## config.mk

```make
export PLATFORM = sky130hd
export DESIGN_NAME = mult_accum_flat
export DESIGN_NICKNAME = d
export VERILOG_FILES = /design/src/rtl/mult_accum_if.sv /design/src/rtl/mult_accum.sv /design/src/flat_wrapper.sv
export SDC_FILE = /design/constraint.sdc
export NUM_CORES = 1
export LEC_CHECK = 0
export BUFFER_PORTS_ARGS = -buffer_cell sky130_fd_sc_hd__buf_2
export CAP_MARGIN = 5
export CORE_ASPECT_RATIO = 1.1
export CORE_UTILIZATION = 50
export DETAILED_ROUTE_END_ITERATION = 8
export MAX_ROUTING_LAYER = met4
export PLACE_DENSITY = 0.78
export SKIP_CTS_REPAIR_TIMING = 1
export SLEW_MARGIN = 20
export SYNTH_ARGS = -nofsm -noshare
export SYNTH_HDL_FRONTEND = slang
export SYNTH_SLANG_ARGS = --single-unit
export TNS_END_PERCENT = 1
```

## constraint.sdc

```tcl
create_clock -name clk -period 3 [get_ports clk]
set_input_delay 0.3 -clock clk [delete_from_list [all_inputs] [get_ports clk]]
set_output_delay 0.3 -clock clk [all_outputs]
set_load 0.02 [all_outputs]
```

## src/rtl/mult_accum_if.sv

```systemverilog
// Product-in / sum-out handshake bundle for mult_accum.
// Both channels use the same rule: a transfer happens on a rising edge where valid && ready.
interface mult_accum_if #(
  parameter int WIDTH     = 8,
  parameter int ACC_WIDTH = 24
);
  logic                   p_valid;
  logic                   p_ready;
  logic [2*WIDTH-1:0]     p_data;
  logic                   p_last;
  logic                   acc_valid;
  logic                   acc_ready;
  logic [ACC_WIDTH-1:0]   acc_data;
  logic [7:0]             acc_count;
  logic                   acc_ovf;
  logic                   acc_trunc;

  modport master (
    output p_valid, p_data, p_last, acc_ready,
    input  p_ready, acc_valid, acc_data, acc_count, acc_ovf, acc_trunc
  );

  modport slave (
    input  p_valid, p_data, p_last, acc_ready,
    output p_ready, acc_valid, acc_data, acc_count, acc_ovf, acc_trunc
  );
endinterface

```

## src/rtl/mult_accum.sv

```systemverilog
// Accumulates a burst of unsigned products and presents the sum until it is taken.
// Bursts end on p_last or after MAX_BEATS beats; clear aborts everything synchronously.
module mult_accum #(
  parameter int WIDTH     = 8,
  parameter int ACC_WIDTH = 24,
  parameter int MAX_BEATS = 16
) (
  input  logic              clk,
  input  logic              rst_n,
  input  logic              clear,
  mult_accum_if.slave       bus,
  output logic [1:0]        dbg_state
);

  typedef enum logic [1:0] {
    IDLE  = 2'd0,
    ACCUM = 2'd1,
    HOLD  = 2'd2
  } state_t;

  localparam logic [7:0] MAX_CNT = 8'(MAX_BEATS);

  state_t                 state_q, state_d;
  logic [ACC_WIDTH-1:0]   acc_q, acc_d;
  logic [7:0]             count_q, count_d;
  logic                   ovf_q, ovf_d;
  logic                   trunc_q, trunc_d;

  logic [2*WIDTH-1:0]     p_data_w;
  logic [ACC_WIDTH-1:0]   p_ext;
  logic [ACC_WIDTH-1:0]   base_acc;
  logic [7:0]             base_count;
  logic                   base_ovf;
  logic [ACC_WIDTH:0]     sum;
  logic                   p_ready_w;
  logic                   beat;

  assign p_data_w  = bus.p_data;
  assign p_ext     = ACC_WIDTH'(p_data_w);
  assign p_ready_w = (state_q != HOLD);
  assign beat      = bus.p_valid && p_ready_w;

  always_comb begin
    state_d = state_q;
    acc_d   = acc_q;
    count_d = count_q;
    ovf_d   = ovf_q;
    trunc_d = trunc_q;
    // A beat taken in IDLE starts from zero, so IDLE and ACCUM share one datapath.
    base_acc   = (state_q == IDLE) ? '0 : acc_q;
    base_count = (state_q == IDLE) ? 8'd0 : count_q;
    base_ovf   = (state_q == IDLE) ? 1'b0 : ovf_q;
    sum        = {1'b0, base_acc} + {1'b0, p_ext};
    if (clear) begin
      state_d = IDLE;
      acc_d   = '0;
      count_d = 8'd0;
      ovf_d   = 1'b0;
      trunc_d = 1'b0;
    end else begin
      case (state_q)
        IDLE, ACCUM: begin
          if (beat) begin
            acc_d   = sum[ACC_WIDTH-1:0];
            count_d = base_count + 8'd1;
            ovf_d   = base_ovf | sum[ACC_WIDTH];
            trunc_d = 1'b0;
            if (bus.p_last || (count_d == MAX_CNT)) begin
              state_d = HOLD;
              trunc_d = !bus.p_last;
            end else begin
              state_d = ACCUM;
            end
          end
        end
        HOLD: begin
          if (bus.acc_ready) state_d = IDLE;
        end
        default: state_d = IDLE;
      endcase
    end
  end

  always_ff @(posedge clk or negedge rst_n) begin
    if (!rst_n) begin
      state_q <= IDLE;
      acc_q   <= '0;
      count_q <= 8'd0;
      ovf_q   <= 1'b0;
      trunc_q <= 1'b0;
    end else begin
      state_q <= state_d;
      acc_q   <= acc_d;
      count_q <= count_d;
      ovf_q   <= ovf_d;
      trunc_q <= trunc_d;
    end
  end

  assign bus.p_ready   = p_ready_w;
  assign bus.acc_valid = (state_q == HOLD);
  assign bus.acc_data  = acc_q;
  assign bus.acc_count = count_q;
  assign bus.acc_ovf   = ovf_q;
  assign bus.acc_trunc = trunc_q;
  assign dbg_state     = state_q;

endmodule

```

## src/flat_wrapper.sv

```systemverilog
// flat-port wrapper written by rule: the top's interface ports become plain ports
module mult_accum_flat 
#(
  parameter int WIDTH     = 8,
  parameter int ACC_WIDTH = 24,
  parameter int MAX_BEATS = 16
)
  (clk, rst_n, clear, dbg_state, bus_p_valid, bus_p_data, bus_p_last, bus_acc_ready, bus_p_ready, bus_acc_valid, bus_acc_data, bus_acc_count, bus_acc_ovf, bus_acc_trunc);
  mult_accum_if #(.WIDTH(WIDTH), .ACC_WIDTH(ACC_WIDTH)) bus_i ();
  input  logic clk;
  input  logic rst_n;
  input  logic clear;
  output logic [1:0] dbg_state;
  input wire logic [$bits(bus_i.p_valid)-1:0] bus_p_valid;
  input wire logic [$bits(bus_i.p_data)-1:0] bus_p_data;
  input wire logic [$bits(bus_i.p_last)-1:0] bus_p_last;
  input wire logic [$bits(bus_i.acc_ready)-1:0] bus_acc_ready;
  output wire logic [$bits(bus_i.p_ready)-1:0] bus_p_ready;
  output wire logic [$bits(bus_i.acc_valid)-1:0] bus_acc_valid;
  output wire logic [$bits(bus_i.acc_data)-1:0] bus_acc_data;
  output wire logic [$bits(bus_i.acc_count)-1:0] bus_acc_count;
  output wire logic [$bits(bus_i.acc_ovf)-1:0] bus_acc_ovf;
  output wire logic [$bits(bus_i.acc_trunc)-1:0] bus_acc_trunc;
  assign bus_i.p_valid = bus_p_valid;
  assign bus_i.p_data = bus_p_data;
  assign bus_i.p_last = bus_p_last;
  assign bus_i.acc_ready = bus_acc_ready;
  assign bus_p_ready = bus_i.p_ready;
  assign bus_acc_valid = bus_i.acc_valid;
  assign bus_acc_data = bus_i.acc_data;
  assign bus_acc_count = bus_i.acc_count;
  assign bus_acc_ovf = bus_i.acc_ovf;
  assign bus_acc_trunc = bus_i.acc_trunc;
  mult_accum #(.WIDTH(WIDTH), .ACC_WIDTH(ACC_WIDTH), .MAX_BEATS(MAX_BEATS)) u_core (.clk(clk), .rst_n(rst_n), .clear(clear), .bus(bus_i), .dbg_state(dbg_state));
endmodule
```

Word-level counts from Yosys, hierarchy flattened
Cells that the tools add are included.
{"block": "word_totals", "ff_bits": 36, "inputBits": 22, "word_cells": 44}
{"block": "op_classes", "addsub": 2, "eq_ne": 6, "mux": 21, "bitwise_logic": 1, "n_reduce_logical": 9}
{"cell": "2-to-1 mux 24 bit", "count": 4}
{"cell": "2-to-1 mux 8 bit", "count": 4}
{"cell": "adder 24 x 16 -> 25 bit", "count": 1}
{"cell": "adder 8 x 1 -> 8 bit (second input constant)", "count": 1}
{"cell": "equality test 8 x 5 -> 1 bit (second input constant)", "count": 1}
{"cell": "2-to-1 mux 1 bit", "count": 8}
{"cell": "2-to-1 mux 2 bit", "count": 4}
{"cell": "case mux 2 bit (2 select lines)", "count": 1}
{"cell": "AND reduction 2 bit", "count": 2}
{"cell": "nonzero test 2 bit", "count": 2}
{"cell": "!= test 3 x 2 -> 1 bit (second input constant)", "count": 1}
{"cell": "!= test 3 bit (second input constant)", "count": 1}
{"cell": "equality test 2 x 1 -> 1 bit (second input constant)", "count": 1}
{"cell": "equality test 2 bit (second input constant)", "count": 1}
{"cell": "logical NOT 2 bit", "count": 1}
{"cell": "!= test 2 bit (second input constant)", "count": 1}
{"cell": "OR reduction 2 bit", "count": 1}
{"cell": "logical AND 1 bit", "count": 1}
{"cell": "logical NOT 1 bit", "count": 1}
{"cell": "logical OR 1 bit", "count": 1}
{"cell": "OR 1 bit", "count": 1}

Longest topological paths before layout
Gate-level depths: netlist (run 1).
{"block": "depth", "word_depth": 9, "ltp_mapped": 12, "mapped_depth_nobuf": 10}

Worst setup path before layout (run 1)
Ideal clock, no wire load.
{"block": "synth_path", "path_kind": "reg-to-reg", "start": "register u_core.state_q[0] (netlist: u_core.dbg_state[0])", "end": "register u_core.acc_q[20] (netlist: u_core.bus.acc_data[20])", "setup_ns": 0.120, "arrival_ns": 2.917, "required_time_ns": 2.880, "path_slack_ns": -0.037, "stages_incl_launch_ff": 13, "path_buffers": 2, "synth_period_minus_slack_ns": 3.037, "path_cell_list": "dfrtp_1 > or2_1 > buf_6 > clkbuf_1 > and2_1 > ha_1 > fa_1 > a21o_1 > a221oi_2 > o21bai_2 > a21oi_1 > nor2_1 > a31o_1"}
{"block": "synth_via", "elab_chain_cells": 6, "word_cells_on_any_way": 13}
{"item": "start, declared", "line": "mult_accum.sv:23", "text": "state_t state_q, state_d;"}
{"item": "start signal, assigned", "line": "mult_accum.sv:92", "text": "state_q <= state_d;"}
{"item": "logical NOT 2 bit", "line": "mult_accum.sv:50, mult_accum.sv:61"}
{"item": "2-to-1 mux 24 bit", "line": "mult_accum.sv:50", "text": "base_acc = (state_q == IDLE) ? '0 : acc_q;"}
{"item": "adder 24 x 16 -> 25 bit", "line": "mult_accum.sv:53", "text": "sum = {1'b0, base_acc} + {1'b0, p_ext};"}
{"item": "2-to-1 mux 24 bit", "line": "mult_accum.sv:63", "text": "if (beat) begin"}
{"item": "2-to-1 mux 24 bit", "line": "mult_accum.sv:61", "text": "case (state_q)"}
{"item": "2-to-1 mux 24 bit", "line": "mult_accum.sv:54", "text": "if (clear) begin"}
{"item": "end signal, assigned", "line": "mult_accum.sv:87", "text": "acc_q <= '0;"}
{"item": "end signal, assigned", "line": "mult_accum.sv:93", "text": "acc_q <= acc_d;"}
{"item": "end, declared", "line": "mult_accum.sv:24", "text": "logic [ACC_WIDTH-1:0] acc_q, acc_d;"}
Parallel ways exist; a longest one is shown, timed or not. The select of a mux whose other input is x is not followed.
A chain may end at the register's enable or synchronous reset.

Final worst setup path (run 1)
{"block": "layout_path", "start": "register u_core.state_q[0] (netlist: u_core.dbg_state[0])", "end": "register u_core.acc_q[23] (netlist: u_core.bus.acc_data[23])"}
Same word-level chain as after synthesis.

==> run summary, run 1 <==
Critical Path RT: 3.23 ns
Net Count, Synth: 366
Setup TNS: 0 ns
Seq. cell area: 901 um^2
Die X: 72.6 um
Reg power frac: 0.407
CP Max Fanout: 14
Hold Crit Class: input port to async pin
Sw Ratio: 0.297
Final WS setup: 0.158 ns
Clock Sink Count: 36
Largest area contributor in the netlist: dfrtp_1
CTS Buf Count: 5
Logic pwr share: 0.214
# IOs: 60
Fin. Hold Viols: 0
Starting Density: 0.534
CTS tree: yes
Share of layout cells above drive strength 1: 0.231
Internal power: 0.000900 W
Root buffer cell: clkbuf_8
DRC Markers: 0
First DRT Iteration DRCs: 127
CTS clk-pin slew, worst paths: 0.08 ns
Pin count of the biggest net entering global routing: 37
GRT met1 Usage: 0.341
Diodes inserted: 0
GPL Wtd Cong: 0.897
Die height: 79.6 um
Number of synthesized flops with an enable pin: 0
RSZ-0062 raised after global routing: false
Die area: 0.00578 mm^2
Maximum vdd ir drop: 0.208 mV
Synth Flop Type: dfrtp_1
Top post-synthesis cells by area: dfrtp_1, ha_1, nand2_1
Via Count: 2,632
Post-synthesis cell area: 0.00274 mm^2
Via density: 5.75
H-tree depth: 2
Max cap viols: 0
HPWL Detailed: 5020 um
Startpoint Class: register
Setup WS pre-CTS: 0.171 ns
IO Port Bufs: 59
Overall Global Routing Usage: 0.265
Vias in the first global route: 2,471
Clock share of power: 0.379
Period minus WS final: 2.84 ns
Initial antenna violation count: 0
Final critical-path share of the clock period: 0.947
Filler cells: 472
Fmax: 352 MHz
Avg Inst Size Synth: 8.41 um^2
Pre-antenna DRT Iters: 4
Post-synthesis sequential area ratio: 0.329
Synth-to-layout area growth: 18.5%
Placed instance count: 450
Max transition margin: 0.452
WL/cell: 15.0 um
Crit path DAT: 3.08 ns
Net load switching power: 0.000380 W
Max Transition Viols Final: 0
Clk_skew: 0.00736 ns
Overflow after GRT: 0
Clock tree buffer depth: 2
Synth top area share: 0.329
Non-Filler Instances: 458
DP Area: 0.00312 mm^2
ANT nets after route: 0
Synth warn: 0
Core area: 0.00513 mm^2
Met3 GRT Util: 0.0455
Met2 Track Usage GR: 0.423
Worst Setup End Kind: register
Worst skew pair latency: 0.30 ns
Fraction of registers with async set/reset: 1.00
Netlist cell types: 61
Final setup viols: 0
Worst Tran Pin Value: 0.822 ns
Status: finished, final reports clean
Final instance area: 0.00325 mm^2
Commonest non-fill, non-tap cells in the layout: buf_2, nand2_1, dfrtp_1, o21ai_0, nor2_1
First-pass GRT wire length: 11,600 um
Power Density: 394 mW/mm^2
Most common cell after layout, fill and taps aside: buf_2
Gr busiest metal: met2
Area of the multi-input gates: 0.00175 mm^2
Static Leakage: 1.57 nW
Final Net Count: 425
Post-Route WL: 6870 um
WS Path Type: register to register
Post-synthesis cell count: 326
Yosys reg bits: 36
Row cnt: 27
worst paths after layout:
check / start / endpoint / slack (ns) / cells past startpoint
worst max register to register: u_core.dbg_state[0]$_DFFE_PN0P_ / u_core.bus.acc_data[23]$_DFFE_PN0P_ / 0.16 / 10
min in group clk: bus_p_last / u_core.bus.acc_trunc$_DFFE_PN0P_ / 0.22 / 2
worst min-delay path: rst_n / u_core.bus.acc_data[13]$_DFFE_PN0P_ / 0.09 / 1
worst min register to register: u_core.bus.acc_data[8]$_DFFE_PN0P_ / u_core.bus.acc_data[8]$_DFFE_PN0P_ / 0.50 / 2
max in group asynchronous: rst_n / u_core.bus.acc_data[23]$_DFFE_PN0P_ / 2.39 / 1
worst max-delay path: u_core.dbg_state[0]$_DFFE_PN0P_ / u_core.bus.acc_data[23]$_DFFE_PN0P_ / 0.16 / 10
sequential cells by signal, indices dropped and copies added (netlist names):
| register | cells |
|---|---|
| u_core.bus.acc_count | 8 |
| u_core.bus.acc_data | 24 |
| u_core.bus.acc_ovf | 1 |
| u_core.bus.acc_trunc | 1 |
| u_core.dbg_state | 2 |
power by group through the flow:
stage                     sequential [W]  clock (W)  combinational (W)
after floorplan                 0.000557          0           0.000152
after global placement          0.000530          0           0.000268
after detailed placement        0.000531          0           0.000272
after CTS                       0.000521   0.000493           0.000274
after global routing            0.000524   0.000511           0.000302
final                           0.000521   0.000485           0.000274
critical path: stages (launching register included):
cell and delay, ns:
dfrtp_1 0.37, or2_1 0.26, buf_4 0.20, and2_1 0.17, ha_1 0.43, and4_1 0.29
nand3_1 0.11, o2bb2ai_1 0.26, nor3b_4 0.11, or4_1 0.47, nand3_1 0.10
logic make-up after synthesis:
kind of cell | share of synthesized area
flip-flops | 0.329
AND/OR/NAND/NOR | 0.251
XOR/XNOR | 0.0416
AO/OA/AOI/OAI | 0.254
adder cells (fa/ha/maj) | 0.0849
buffers and inverters | 0.0361
multiplexers | 0.00365
synthesized netlist by cell type, types with 2 or more instances:
master and count:
o31ai_1 5, and3_1 3, ha_1 17, a211oi_1 4, clkbuf_1 6, nand2_1 45
inv_1 5, dfrtp_1 36, a21o_1 7, and4_1 3, or2_2 2, xnor2_1 5
a21boi_0 2, and2_1 19, nand2b_1 4, o2bb2ai_1 2, a22o_1 3, nand3_1 10
buf_2 6, or4_1 2, or2_1 2, a21oi_1 19, o21a_1 5, o2111ai_1 2
nor3_1 8, xor2_1 8, o211ai_1 6, nor2_1 21, o21ai_0 33, nand4_1 4
a31o_2 2
area by class of cell:
class                           instances  share of cell area
Multi-Input combinational cell        269               0.539
Sequential cell                        36               0.277
Timing Repair Buffer                   68               0.112
Clock buffer                            7              0.0297
Tap cell                               72              0.0277
Clock inverter                          1             0.00924
Inverter                                5             0.00578
metrics by stage:
stage,hold slack (ns),util,total power (W)
finish,0.0884,0.633,0.00128
global placement,0.444,0.607,0.000798
detailed placement,0.457,0.607,0.000803
global route,0.182,0.633,0.00134
CTS,0.129,0.631,0.00129
floorplan,0.00441,-,0.000709
routing by layer:
| layer | vias to the layer above | share of wire | wire (um) |
|---|---|---|---|
| li1 | 1305 | - | - |
| met1 | 1251 | 0.47 | 3200 |
| met2 | 65 | 0.48 | 3270 |
| met3 | 11 | 0.042 | 290 |
| met4 | 0 | 0.016 | 107 |
| met5 | - | 0 | 0 |
No activity file was read; power rests on OpenSTA's default activity.
==> inputs of run 2 (changes only) <==
- CORE_UTILIZATION: 50 -> 51
- PLACE_DENSITY: 0.78 -> 0.77
- clock period: 3 -> 3.2 ns (I/O delays scaled with it)
==> run 2 against run 1 <==
Clock power decreased by 16%; combinational power fell by 7%; die area decreased by 1.9%; first-iteration DRC count increased by 17%; maximum frequency shrank 4.0%; flip-flop and latch count is the same; register-to-register slack improved by 0.08 ns; wire length grew 0.12%; sequential power down 6.0%.
==> run summary, run 2 (synthesis gave the netlist of run 1 again) <==
Core area: 0.00510 mm^2 (-0.66%)
# IOs: 60 (unchanged)
RR Endpoint: u_core.bus.acc_data[20]$_DFFE_PN0P_
Status: finished, final reports clean
IO Port Bufs: 59 (unchanged)
Clock share of power: 0.354 (-0.025)
Pin count of the biggest net entering global routing: 37 (unchanged)
Max reg flops: 24 (unchanged)
Max Transition Viols Final: 0 (unchanged)
Share of layout cells above drive strength 1: 0.225 (-0.00603)
WS Path Type: register to register
Static Leakage: 1.54 nW (-1.6%)
Final Net Count: 422 (-0.71%)
RR Startpoint: u_core.dbg_state[1]$_DFFE_PN0P_
Die area: 0.00567 mm^2 (-1.9%)
WP buf/inv: 1 (unchanged)
Sw Ratio: 0.309 (+0.0118)
Final instance area: 0.00321 mm^2 (-1.2%)
Final critical-path share of the clock period: 0.925 (-0.0218)
Starting Density: 0.537 (+0.00353)
Period minus WS final: 2.96 ns (+0.120 ns)
Die height: 78.9 um (-0.96%)
Power Density: 359 mW/mm^2 (-8.9%)
Initial antenna violation count: 0 (unchanged)
Vias in the first global route: 2,458 (-0.53%)
Worst Setup End Kind: register
Net load switching power: 0.000356 W (-6.3%)
Final hold slack: 0.128 ns (+0.0399 ns)
CTS tree: yes
Via Count: 2,665 (+1.3%)
Diodes inserted: 0 (unchanged)
Slowest-stage cell, CP: dfrtp_1
ANT nets after route: 0 (unchanged)
Critical Path RT: 3.38 ns (+0.15 ns)
HPWL Detailed: 5020 um (about the same)
CTS clk-pin slew, worst paths: 0.08 ns (about the same)
Post-Route WL: 6880 um (+0.12%)
Hold Crit Class: input port to async pin
H-tree depth: 2 (unchanged)
Worst skew pair latency: 0.29 ns (about the same)
Cells along the critical path: or2_1 > buf_4 > and2_1 > fa_1 > a21o_1 > a221oi_2 > o21bai_2 > a21oi_1 > nor2_1 > a31o_1
Reg power frac: 0.425 (+0.018)
Die X: 71.9 um (-0.96%)
Worst Tran Pin Value: 0.842 ns (+0.0194 ns)
Internal power: 0.000797 W (-11%)
Clk_skew: 0.00513 ns (-0.00223 ns)
Synth-to-layout area growth: 17.2%
R2r setup slk: 0.24 ns (+0.08 ns)
Reg2reg path depth: 10 (unchanged)
Worst path top cell family by delay: compound AO/OA/AOI/OAI gates
Final setup viols: 0 (unchanged)
First DRT Iteration DRCs: 149 (+17%)
Overall Global Routing Usage: 0.263 (-0.00210)
Setup TNS: 0 ns (unchanged)
Most common cell after layout, fill and taps aside: buf_2
Startpoint Class: register
Overflow after GRT: 0 (unchanged)
Slowest stage delay, CP: 0.44 ns (-0.03 ns)
Commonest non-fill, non-tap cells in the layout: buf_2, nand2_1, dfrtp_1, o21ai_0, nor2_1
Fin. Hold Viols: 0 (unchanged)
Max cap viols: 0 (unchanged)
Row cnt: 27 (unchanged)
RSZ-0062 raised after global routing: false
DRC Markers: 0 (unchanged)
Pre-antenna DRT Iters: 5 (+1)
Critical path depth: 10 (unchanged)
Via density: 5.86 (+1.9%)
DP Area: 0.00309 mm^2 (-0.72%)
Filler cells: 434 (-8.1%)
Logic pwr share: 0.221 (+0.007)
CP Max Fanout: 9 (-5)
CP startpoint: u_core.dbg_state[1]$_DFFE_PN0P_
Maximum vdd ir drop: 0.196 mV (-5.8%)
First-pass GRT wire length: 11,600 um (-0.12%)
Clock tree buffer depth: 2 (unchanged)
GPL Wtd Cong: 0.953 (+6.2%)
WL/cell: 15.1 um (+0.78%)
Max transition margin: 0.439 (-0.0130)
Fmax: 338 MHz (-4.0%)
Clock Sink Count: 36 (unchanged)
Root buffer cell: clkbuf_8
Crit path DAT: 3.14 ns (+0.06 ns)
CTS Buf Count: 5 (unchanged)
-- run 2: cell types whose count changed in the layout (fill, tap and decap cells not counted), sizes merged --
cell	before	now
buf	68	65
clkbuf	7	5
clkinv	0	1
clkinvlp	0	1
-- run 2: layer usage --
layer	wire, um	share of wire	GRT usage	up-vias
li1	-	-	-	1299
met1	3210	0.47	0.347	1284
met2	3270	0.48	0.427	75
met3	335	0.049	0.0279	7
met4	54	0.0079	0.0765	0
met5	0	0	-	-
-- run 2: area by class of cell --
cell class                      instances  area (um^2)  area share
Inverter                                5         18.8     0.00585
Timing Repair Buffer                   65          340       0.106
Sequential cell                        36          901       0.281
Tap cell                               72         90.1      0.0281
Clock buffer                            5         68.8      0.0214
Clock inverter                          3         42.5      0.0133
Multi-Input combinational cell        269         1750       0.545
-- run 2: how the worst max path moves through the flow --
stage | endpoint
after floorplan | u_core.bus.acc_data[20]$_DFFE_PN0P_
after global placement | u_core.bus.acc_data[20]$_DFFE_PN0P_
after detailed placement | u_core.bus.acc_data[21]$_DFFE_PN0P_
after CTS | u_core.bus.acc_data[19]$_DFFE_PN0P_
after global routing | u_core.bus.acc_data[20]$_DFFE_PN0P_
final | u_core.bus.acc_data[20]$_DFFE_PN0P_
-- run 2: power by group through the flow --
stage	clock (W)	sequential (W)	combinational, W
after floorplan	0	0.000522	0.000143
after global placement	0	0.000498	0.000248
after detailed placement	0	0.000499	0.000254
after CTS	0.000420	0.000490	0.000255
after global routing	0.000435	0.000492	0.000280
final	0.000408	0.000490	0.000255
-- run 2: stage by stage --
step                setup WS (ns)  utilization  cells  power, W
finish                      0.238        0.629    455   0.00115
global route               0.0458        0.629    455   0.00121
CTS                         0.250        0.628    455   0.00116
detailed placement          0.258        0.606    447  0.000752
global placement            0.382        0.606    447  0.000747
floorplan                   0.163            -    326  0.000665
